--- src/rtl/pipe_muldiv_ctrl_pkg.sv ---
// Shared encodings for the execute-stage multiply/divide sequencer.
package pipe_muldiv_ctrl_pkg;

  typedef enum logic [1:0] {
    OP_MULT  = 2'b00,
    OP_MULTU = 2'b01,
    OP_DIV   = 2'b10,
    OP_DIVU  = 2'b11
  } op_e;

  typedef enum logic [1:0] {
    ST_IDLE = 2'b00,
    ST_RUN  = 2'b01,
    ST_FIX  = 2'b10
  } state_e;

  function automatic logic op_is_signed(input op_e o);
    return (o == OP_MULT) || (o == OP_DIV);
  endfunction

  function automatic logic op_is_div(input op_e o);
    return (o == OP_DIV) || (o == OP_DIVU);
  endfunction

endpackage

--- src/rtl/muldiv_step.sv ---
// One radix-2 iteration: shift-add multiply or restoring shift-subtract divide.
module muldiv_step #(
  parameter int WIDTH = 32
) (
  input  logic [2*WIDTH-1:0] acc,
  input  logic [WIDTH-1:0]   operand,
  input  logic               is_div,
  output logic [2*WIDTH-1:0] acc_next,
  output logic               q_bit
);

  logic [WIDTH:0] sum;
  logic [WIDTH:0] shifted;
  logic [WIDTH:0] diff;

  // Divide keeps the remainder in the upper half and shifts quotient bits into
  // the lower half; the new quotient bit is returned separately (bit 0 left 0).
  always_comb begin
    sum      = {1'b0, acc[2*WIDTH-1:WIDTH]} + {1'b0, (acc[0] ? operand : '0)};
    shifted  = {acc[2*WIDTH-1:WIDTH], acc[WIDTH-1]};
    diff     = shifted - {1'b0, operand};
    q_bit    = 1'b0;
    acc_next = {sum, acc[WIDTH-1:1]};
    if (is_div) begin
      q_bit    = ~diff[WIDTH];
      acc_next = {(diff[WIDTH] ? shifted[WIDTH-1:0] : diff[WIDTH-1:0]),
                  acc[WIDTH-2:0], 1'b0};
    end
  end

endmodule

--- src/rtl/pipe_muldiv_ctrl.sv ---
// Multi-cycle MULT/MULTU/DIV/DIVU sequencer owning HI/LO, with pipeline stall request.
module pipe_muldiv_ctrl
  import pipe_muldiv_ctrl_pkg::*;
#(
  parameter int WIDTH = 32,
  parameter int CNT_W = 6
) (
  input  logic             clk,
  input  logic             clrn,
  input  logic             start,
  input  logic [1:0]       op,
  input  logic [WIDTH-1:0] a,
  input  logic [WIDTH-1:0] b,
  input  logic             rd_hilo,
  input  logic             mthi,
  input  logic             mtlo,
  input  logic [WIDTH-1:0] wdata,
  output logic             busy,
  output logic             stall,
  output logic             done,
  output logic             dz,
  output logic [WIDTH-1:0] hi,
  output logic [WIDTH-1:0] lo
);

  state_e             state;
  op_e                op_q;
  logic [CNT_W-1:0]   cnt;
  logic               sign_a;
  logic               sign_b;
  logic               b_zero;
  logic [WIDTH-1:0]   opnd;
  logic [WIDTH-1:0]   a_orig;
  logic [2*WIDTH-1:0] acc;

  logic               st_signed;
  logic               st_div;
  logic               a_neg;
  logic               b_neg;
  logic [WIDTH-1:0]   a_mag;
  logic [WIDTH-1:0]   b_mag;

  logic [2*WIDTH-1:0] step_acc;
  logic               step_q;

  logic               fix_signed;
  logic [2*WIDTH-1:0] prod_fix;
  logic [WIDTH-1:0]   q_fix;
  logic [WIDTH-1:0]   r_fix;

  assign stall = busy & (start | rd_hilo | mthi | mtlo);

  always_comb begin
    st_signed = op_is_signed(op_e'(op));
    st_div    = op_is_div(op_e'(op));
    a_neg     = st_signed & a[WIDTH-1];
    b_neg     = st_signed & b[WIDTH-1];
    a_mag     = a_neg ? -a : a;
    b_mag     = b_neg ? -b : b;
  end

  muldiv_step #(.WIDTH(WIDTH)) u_step (
    .acc      (acc),
    .operand  (opnd),
    .is_div   (op_is_div(op_q)),
    .acc_next (step_acc),
    .q_bit    (step_q)
  );

  // Remainder follows the dividend sign, quotient/product follow sign_a^sign_b.
  always_comb begin
    fix_signed = op_is_signed(op_q);
    prod_fix   = (fix_signed && (sign_a ^ sign_b)) ? -acc : acc;
    q_fix      = (fix_signed && (sign_a ^ sign_b)) ? -acc[WIDTH-1:0] : acc[WIDTH-1:0];
    r_fix      = (fix_signed && sign_a) ? -acc[2*WIDTH-1:WIDTH] : acc[2*WIDTH-1:WIDTH];
  end

  always_ff @(posedge clk or negedge clrn) begin
    if (!clrn) begin
      state  <= ST_IDLE;
      op_q   <= OP_MULT;
      cnt    <= '0;
      sign_a <= 1'b0;
      sign_b <= 1'b0;
      b_zero <= 1'b0;
      opnd   <= '0;
      a_orig <= '0;
      acc    <= '0;
      busy   <= 1'b0;
      done   <= 1'b0;
      dz     <= 1'b0;
      hi     <= '0;
      lo     <= '0;
    end else begin
      done <= 1'b0;
      dz   <= 1'b0;
      case (state)
        ST_IDLE: begin
          if (mthi) hi <= wdata;
          if (mtlo) lo <= wdata;
          if (start) begin
            op_q   <= op_e'(op);
            sign_a <= a_neg;
            sign_b <= b_neg;
            b_zero <= (b == '0);
            a_orig <= a;
            cnt    <= '0;
            busy   <= 1'b1;
            state  <= ST_RUN;
            if (st_div) begin
              acc  <= {{WIDTH{1'b0}}, a_mag};
              opnd <= b_mag;
            end else begin
              acc  <= {{WIDTH{1'b0}}, b_mag};
              opnd <= a_mag;
            end
          end
        end
        ST_RUN: begin
          acc <= step_acc | {{(2*WIDTH-1){1'b0}}, step_q};
          cnt <= cnt + 1'b1;
          if (cnt == CNT_W'(WIDTH-1)) state <= ST_FIX;
        end
        ST_FIX: begin
          if (op_is_div(op_q)) begin
            if (b_zero) begin
              lo <= '1;
              hi <= a_orig;
              dz <= 1'b1;
            end else begin
              lo <= q_fix;
              hi <= r_fix;
            end
          end else begin
            {hi, lo} <= prod_fix;
          end
          busy  <= 1'b0;
          done  <= 1'b1;
          state <= ST_IDLE;
        end
        default: state <= ST_IDLE;
      endcase
    end
  end

endmodule

--- config.mk ---
export PLATFORM = sky130hd
export DESIGN_NAME = pipe_muldiv_ctrl
export DESIGN_NICKNAME = d
export VERILOG_FILES = /design/src/rtl/pipe_muldiv_ctrl_pkg.sv /design/src/rtl/muldiv_step.sv /design/src/rtl/pipe_muldiv_ctrl.sv
export SDC_FILE = /design/constraint.sdc
export NUM_CORES = 1
export LEC_CHECK = 0
export CORE_ASPECT_RATIO = 1.2
export CORE_UTILIZATION = 50
export DETAILED_ROUTE_END_ITERATION = 7
export GPL_TIMING_DRIVEN = 0
export PLACE_DENSITY = 0.71
export SLEW_MARGIN = 30
export SYNTH_ARGS = -nofsm -noshare
export SYNTH_HDL_FRONTEND = slang
export SYNTH_SLANG_ARGS = --single-unit
--- constraint.sdc ---
create_clock -name clk -period 5.8 [get_ports clk]
set_input_delay 1.16 -clock clk [delete_from_list [all_inputs] [get_ports clk]]
set_output_delay 1.16 -clock clk [all_outputs]
set_load 0.1 [all_outputs]
**After elaboration in Yosys (flattened, before gate mapping)**

Cells that the tools add are included.

- Add/sub/neg operators: 8
- Equality and inequality tests: 11
- Mux-type cells: 32
- Bitwise operators: 9
- Reductions and logical operators: 18

Operator list:

| cell | count |
|---|---|
| 2-to-1 mux 32 bit | 14 |
| 2-to-1 mux 64 bit | 3 |
| negation 32 bit | 4 |
| case mux 32 bit (2 select lines) | 2 |
| case mux 64 bit (2 select lines) | 1 |
| negation 64 bit | 1 |
| OR 64 x 1 -> 64 bit | 1 |
| adder 32 x 32 -> 33 bit | 1 |
| subtractor 33 x 32 -> 33 bit | 1 |
| logical NOT 32 bit | 1 |
| case mux 6 bit (2 select lines) | 1 |
| AND reduction 2 bit | 6 |
| equality test 2 bit (second input constant) | 5 |
| != test 2 bit (second input constant) | 4 |
| adder 6 x 1 -> 6 bit (second input constant) | 1 |
| equality test 6 x 5 -> 1 bit (second input constant) | 1 |
| logical NOT 2 bit | 3 |
| 2-to-1 mux 1 bit | 6 |
| 2-to-1 mux 6 bit | 1 |
| logical OR 1 bit | 4 |
| 2-to-1 mux 2 bit | 2 |
| case mux 2 bit (2 select lines) | 1 |
| nonzero test 2 bit | 2 |
| bitwise AND 1 bit | 3 |
| 6 further kinds | 9 |

- Bits in registers: 208
- Input port bits: 104
- Output and inout bits: 68
- Logic and storage cells: 92

**Logic depth before layout (Yosys ltp)**

- Depth after elaboration: 7
- Depth in mapped cells: 15
- Mapped depth without buffers: 13

**By module**

From an unflattened synthesis, not the netlist that was laid out.

- Cells, all modules: 2182
- Area total of the unflattened synthesis: 17312.9 um^2

By module, submodules not included:

| module | times used | cells an instance | area each (um^2) | sequential area each (um^2) |
|---|---|---|---|---|
| pipe_muldiv_ctrl | 1 | 1500 | 12655.9 | 5205.0 |
| muldiv_step | 1 | 682 | 4657.0 | 0.0 |

**Least setup slack after synthesis**

No wires, ideal clock.

- Path kind: input to register
- From: in b[7]
- To: reg opnd[20]
- Setup time: 0.132 ns
- Arrival time: 3.394 ns
- Required time: 5.668 ns
- Slack: 2.274 ns
- Cell stages on the path: 8
- Path buffers: 0
- Path through: or4_1 -> or4_1 -> or3_1 -> o41ai_1 -> xor2_1 -> nor2_1 -> a211oi_1 -> a21oi_1

- Cells in the longest elaborated chain, start to end: 3

Ends and longest elaborated chain:

| what | RTL line | text |
|---|---|---|
| start: declaration | pipe_muldiv_ctrl.sv:13 | `input logic [WIDTH-1:0] b,` |
| negation 32 bit | pipe_muldiv_ctrl.sv:59 | `b_mag = b_neg ? -b : b;` |
| 2-to-1 mux 32 bit | pipe_muldiv_ctrl.sv:59 |  |
| 2-to-1 mux 32 bit | pipe_muldiv_ctrl.sv:110 | `if (st_div) begin` |
| end signal: assignment | pipe_muldiv_ctrl.sv:112 | `opnd <= b_mag;` |
| end signal: assignment | pipe_muldiv_ctrl.sv:115 | `opnd <= a_mag;` |
| end: declaration | pipe_muldiv_ctrl.sv:32 | `logic [WIDTH-1:0] opnd;` |

No other way between the ends.
A chain may end at the register's enable or synchronous reset.

**Worst setup path after layout**

- From: reg acc[0]
- To: reg hi[14]

- Cells in the longest elaborated chain, start to end: 4

Ends and longest elaborated chain:

| what | RTL line | text |
|---|---|---|
| start: declaration | pipe_muldiv_ctrl.sv:34 | `logic [2*WIDTH-1:0] acc;` |
| start signal: assignment | pipe_muldiv_ctrl.sv:111 | `acc <= {{WIDTH{1'b0}}, a_mag};` |
| start signal: assignment | pipe_muldiv_ctrl.sv:114 | `acc <= {{WIDTH{1'b0}}, b_mag};` |
| start signal: assignment | pipe_muldiv_ctrl.sv:120 | `acc <= step_acc \| {{(2*WIDTH-1){1'b0}}, step_q};` |
| negation 64 bit | pipe_muldiv_ctrl.sv:73 | `prod_fix = (fix_signed && (sign_a ^ sign_b)) ? -acc : acc;` |
| 2-to-1 mux 64 bit | pipe_muldiv_ctrl.sv:73 |  |
| 2-to-1 mux 32 bit | pipe_muldiv_ctrl.sv:125 | `if (op_is_div(op_q)) begin` |
| case mux 32 bit (2 select lines) | pipe_muldiv_ctrl.sv:97 | `case (state)` |
| end signal: assignment | pipe_muldiv_ctrl.sv:99 | `if (mthi) hi <= wdata;` |
| end signal: assignment | pipe_muldiv_ctrl.sv:128 | `hi <= a_orig;` |
| end signal: assignment | pipe_muldiv_ctrl.sv:132 | `hi <= r_fix;` |
| end: declaration | pipe_muldiv_ctrl.sv:22 | `output logic [WIDTH-1:0] hi,` |

No other way between the ends.

==> implementation parameters <==
Parameter                              Value

Run status
  Result of the run ... complete, no violations

Pwr
  Static leakage ... 8.51 nW
  Cell-internal power ... 0.00586 W
  Gate power share ... 0.644
  IR drop worst, VDD ... 0.442 mV
  Power share of the sequential group ... 0.224
  Clock power frac ... 0.132
  Net switching share of the total power ... 0.537
  Sw power ... 0.00681 W
  Total power divided by cell area ... 622 nW/um^2

Critical path
  CP peak stage delay ... 0.74 ns
  Category of the most critical setup path ... reg -> reg
  Number of buffer and inverter stages on the critical path ... 4
  Cells along the critical path ... clkbuf_1 > inv_1 > clkbuf_1 > ha_1 > inv_1 > nor4_1 > nand4b_1 > nor4_1 > nor2_1 > xor2_1 > o21ai_0 > a21oi_1
  Max FO, Critical Path ... 10
  Required time of the critical path ... 6.20 ns
  Worst EP arrival ... 4.90 ns
  Top delay family on crit path ... simple AND/OR/NAND/NOR gates
  Crit-path slowest cell ... nor4_1
  Critical Path Start Type ... flip-flop
  CP endpoint kind ... flip-flop

Place
  Dpl cells ... 2,851
  Final HPWL from detailed placement ... 60.0 mm
  Placed standard-cell area ... 19,500 sq um
  Number of buffer cells added on primary ports ... 171
  RD Place Congestion ... 0.998

Die
  Die Ht ... 205 um
  IO Pins ... 172
  Num rows ... 73
  Core area ... 33,400 sq um
  Area of the die ... 35,100 sq um
  Chip Width ... 171 um
  Initial core utilization ... 0.513

Finish
  Multi-input logic area ... 11,100 sq um
  Layout Area Growth over Synthesis ... 18.7%
  Number of inserted diodes ... 0
  Count of fill cells added during filler insertion ... 3,061
  Layout Nets ... 2,602
  Layout cell share with drive strength beyond 1 ... 0.0360
  Reg area ... 5200 sq um
  Non-filler cells, final ... 2,894
  Layout Cell Area excl Fill ... 20,400 sq um

Drt
  Via density per instance ... 6.53
  Routed length per instance ... 26.2 um
  DRC violation count after routing ... 0
  Number of routed nets with antenna violations ... 0
  Number of iterations in the first detailed-routing pass ... 8
  Total vias in the final route ... 18.9k
  Drt total wl ... 75.8 mm
  1st-iter DRT viols ... 2,039

Synth
  Share of flip-flops with an asynchronous set or reset ... 1.00
  Count of unique library cells instantiated by Yosys ... 79
  Leading cell types by count after synthesis ... 330 x nand2_1, 239 x o21ai_0, 208 x dfrtp_1
  Dominant cell by count in the synthesized netlist ... nand2_1
  Yosys top cell by area ... dfrtp_1
  Yosys reg bits ... 208
  Total standard cell area after synthesis ... 17,200 sq um
  Number of standard cells after synthesis ... 2,228
  Mapped Nets ... 2,403
  Number of flops mapped to enable cells by yosys ... 0
  Synthesis Warnings ... 0
  Ranking of synthesized cells by area ... dfrtp_1 30%, nand2_1 7.2%, o21ai_0 7.0%, a21oi_1 5.4%, xnor2_1 5.3%
  Post-Syn Area per Cell ... 7.70 sq um
  Commonest register cell after synthesis ... dfrtp_1
  Part of the Yosys area used for sequential elements ... 0.303
  Area fraction of the dominant cell type after synthesis ... 0.303

Timing
  RSZ-0062 raised after global routing ... false
  Final Hold Fails ... 0
  Final slew viol count ... 0
  Worst slew slack as a fraction of its limit ... 0.326
  Finish-stage setup viols ... 0
  Worst-margin pin slew ... 1.01 ns
  Final-layout worst hold slack ... 0.478 ns
  Fmax achieved ... 222 MHz
  Final clock period utilization by the worst path ... 0.775
  Clock tree skew after final layout ... 0.0151 ns
  Crit path time final ... 4.50 ns

Global route
  Gr busiest metal ... met2
  Met2 routing resource usage after global routing ... 0.677
  Antenna violations before repair ... 2
  Maximum number of pins on one net before global-route repair ... 88
  Global route overflow ... 0
  Global-route met3 utilization ... 0.0603
  Routing usage on met1 ... 0.536
  Global-route wire length before repair ... 111 mm
  Via count of the first global-routing pass ... 17.8k
  Overall global routing resource usage ... 0.432

Clock network
  Bufs on Longest Clock Path ... 3
  Clock latency reported for the late side of the worst-skew pair ... 0.56 ns
  Clk slew on worst S/H paths ... 0.07 ns
  Setup Fix Bufs, Post-CTS ... 0
  Post-cts gate resize count ... 0
  Clock Sink Count ... 208
  TritonCTS clock tree ... built
  CTS buffer count ... 24
  Max H-tree Level ... 1
  Cts-stage hold buffer count ... 0
  Cell chosen for the clock root ... clkbuf_16

Run
  Count of maximum capacitance violations ... 0

Worst hold path
  Hold WC Path Type ... reg -> reg
## sequential cells by signal, indices dropped and copies added, names as in the netlist
| signal | count |
|---|---|
| sign_b | 1 |
| acc | 64 |
| state | 2 |
| op_q | 2 |
| b_zero | 1 |
| sign_a | 1 |
| cnt | 6 |
| done | 1 |
| busy | 1 |
| opnd | 32 |
| hi | 32 |
| lo | 32 |
| dz | 1 |
| a_orig | 32 |
## power groups by stage
| stage | combinational (W) | sequential (W) | clock [W] |
|---|---|---|---|
| floorplan | 0.00490 | 0.00343 | 0 |
| global placement | 0.00783 | 0.00277 | 0 |
| detailed placement | 0.00794 | 0.00279 | 0 |
| CTS | 0.00798 | 0.00277 | 0.00166 |
| global route | 0.00875 | 0.00284 | 0.00172 |
| finish | 0.00816 | 0.00284 | 0.00167 |
## worst min-delay path: stages, from the launching register on
cell	delay (ns)
dfrtp_1	0.34
nand2_1	0.05
o21ai_0	0.06
## routing by layer
metal	share of wire	wire length (um)	vias to the layer above
met5	0.00025	19	-
met1	0.38	29100	9031
met2	0.44	33100	1189
met4	0.088	6680	2
met3	0.091	6900	288
li1	-	-	8402
## worst paths after layout
path,slack [ns],start,depth (start not counted),endpoint
setup reg to reg,1.30,acc[0]$_DFFE_PN0P_,12,hi[14]$_DFFE_PN0P_
hold / removal,0.48,hi[19]$_DFFE_PN0P_,2,hi[19]$_DFFE_PN0P_
hold reg to reg,0.48,hi[19]$_DFFE_PN0P_,2,hi[19]$_DFFE_PN0P_
setup / recovery,1.30,acc[0]$_DFFE_PN0P_,12,hi[14]$_DFFE_PN0P_
min in group asynchronous,0.52,clrn,1,hi[20]$_DFFE_PN0P_
max in group asynchronous,4.06,clrn,3,opnd[18]$_DFFE_PN0P_
## final cells by class
| cell class | instances | share of cell area |
|---|---|---|
| clock buffers | 32 | 0.0329 |
| well taps | 450 | 0.0276 |
| flip-flops and latches | 208 | 0.256 |
| repair buffers | 173 | 0.0870 |
| clock inverters | 11 | 0.00891 |
| plain buffers | 155 | 0.0294 |
| inverters | 62 | 0.0114 |
| multi-input cells | 1803 | 0.547 |
## cell usage in the layout, fill, tap and decap left out, types with 15 or more instances in the layout
master           count
o31ai_1             22
nor4_1              18
or3_1               19
nor3_1              33
nand2_1            330
clkbuf_16           24
a21oi_1            186
a31oi_1             29
o22ai_1             36
nand2b_1            20
ha_1                69
xnor2_1            103
xor2_1              88
mux2i_1             63
dfrtp_1            208
nor2_1             196
o211ai_1            26
clkdlybuf4s50_1    170
o21bai_1            18
a21o_1              28
nand4_1             15
nand3_1             23
o21ai_0            239
a211oi_1            19
clkbuf_1           141
a22oi_1             29
inv_1               61
## per-stage QoR
step	power (W)	setup WS [ns]	utilization	setup TNS [ns]
finish	0.0127	1.30	0.609	0
global route	0.0133	1.26	0.609	0
CTS	0.0124	1.47	0.609	0
detailed placement	0.0107	1.24	0.583	0
global placement	0.0106	-5.24	0.581	-1083.60
floorplan	0.00834	2.27	-	0
## kinds of logic after synthesis
family	share of synthesized area
mux	0.0433
xor+xnor	0.0975
simple gates	0.192
flops	0.303
buf+inv	0.0485
fa+ha+maj	0.0527
compound gates	0.262
(Power assumes the default switching activity.)
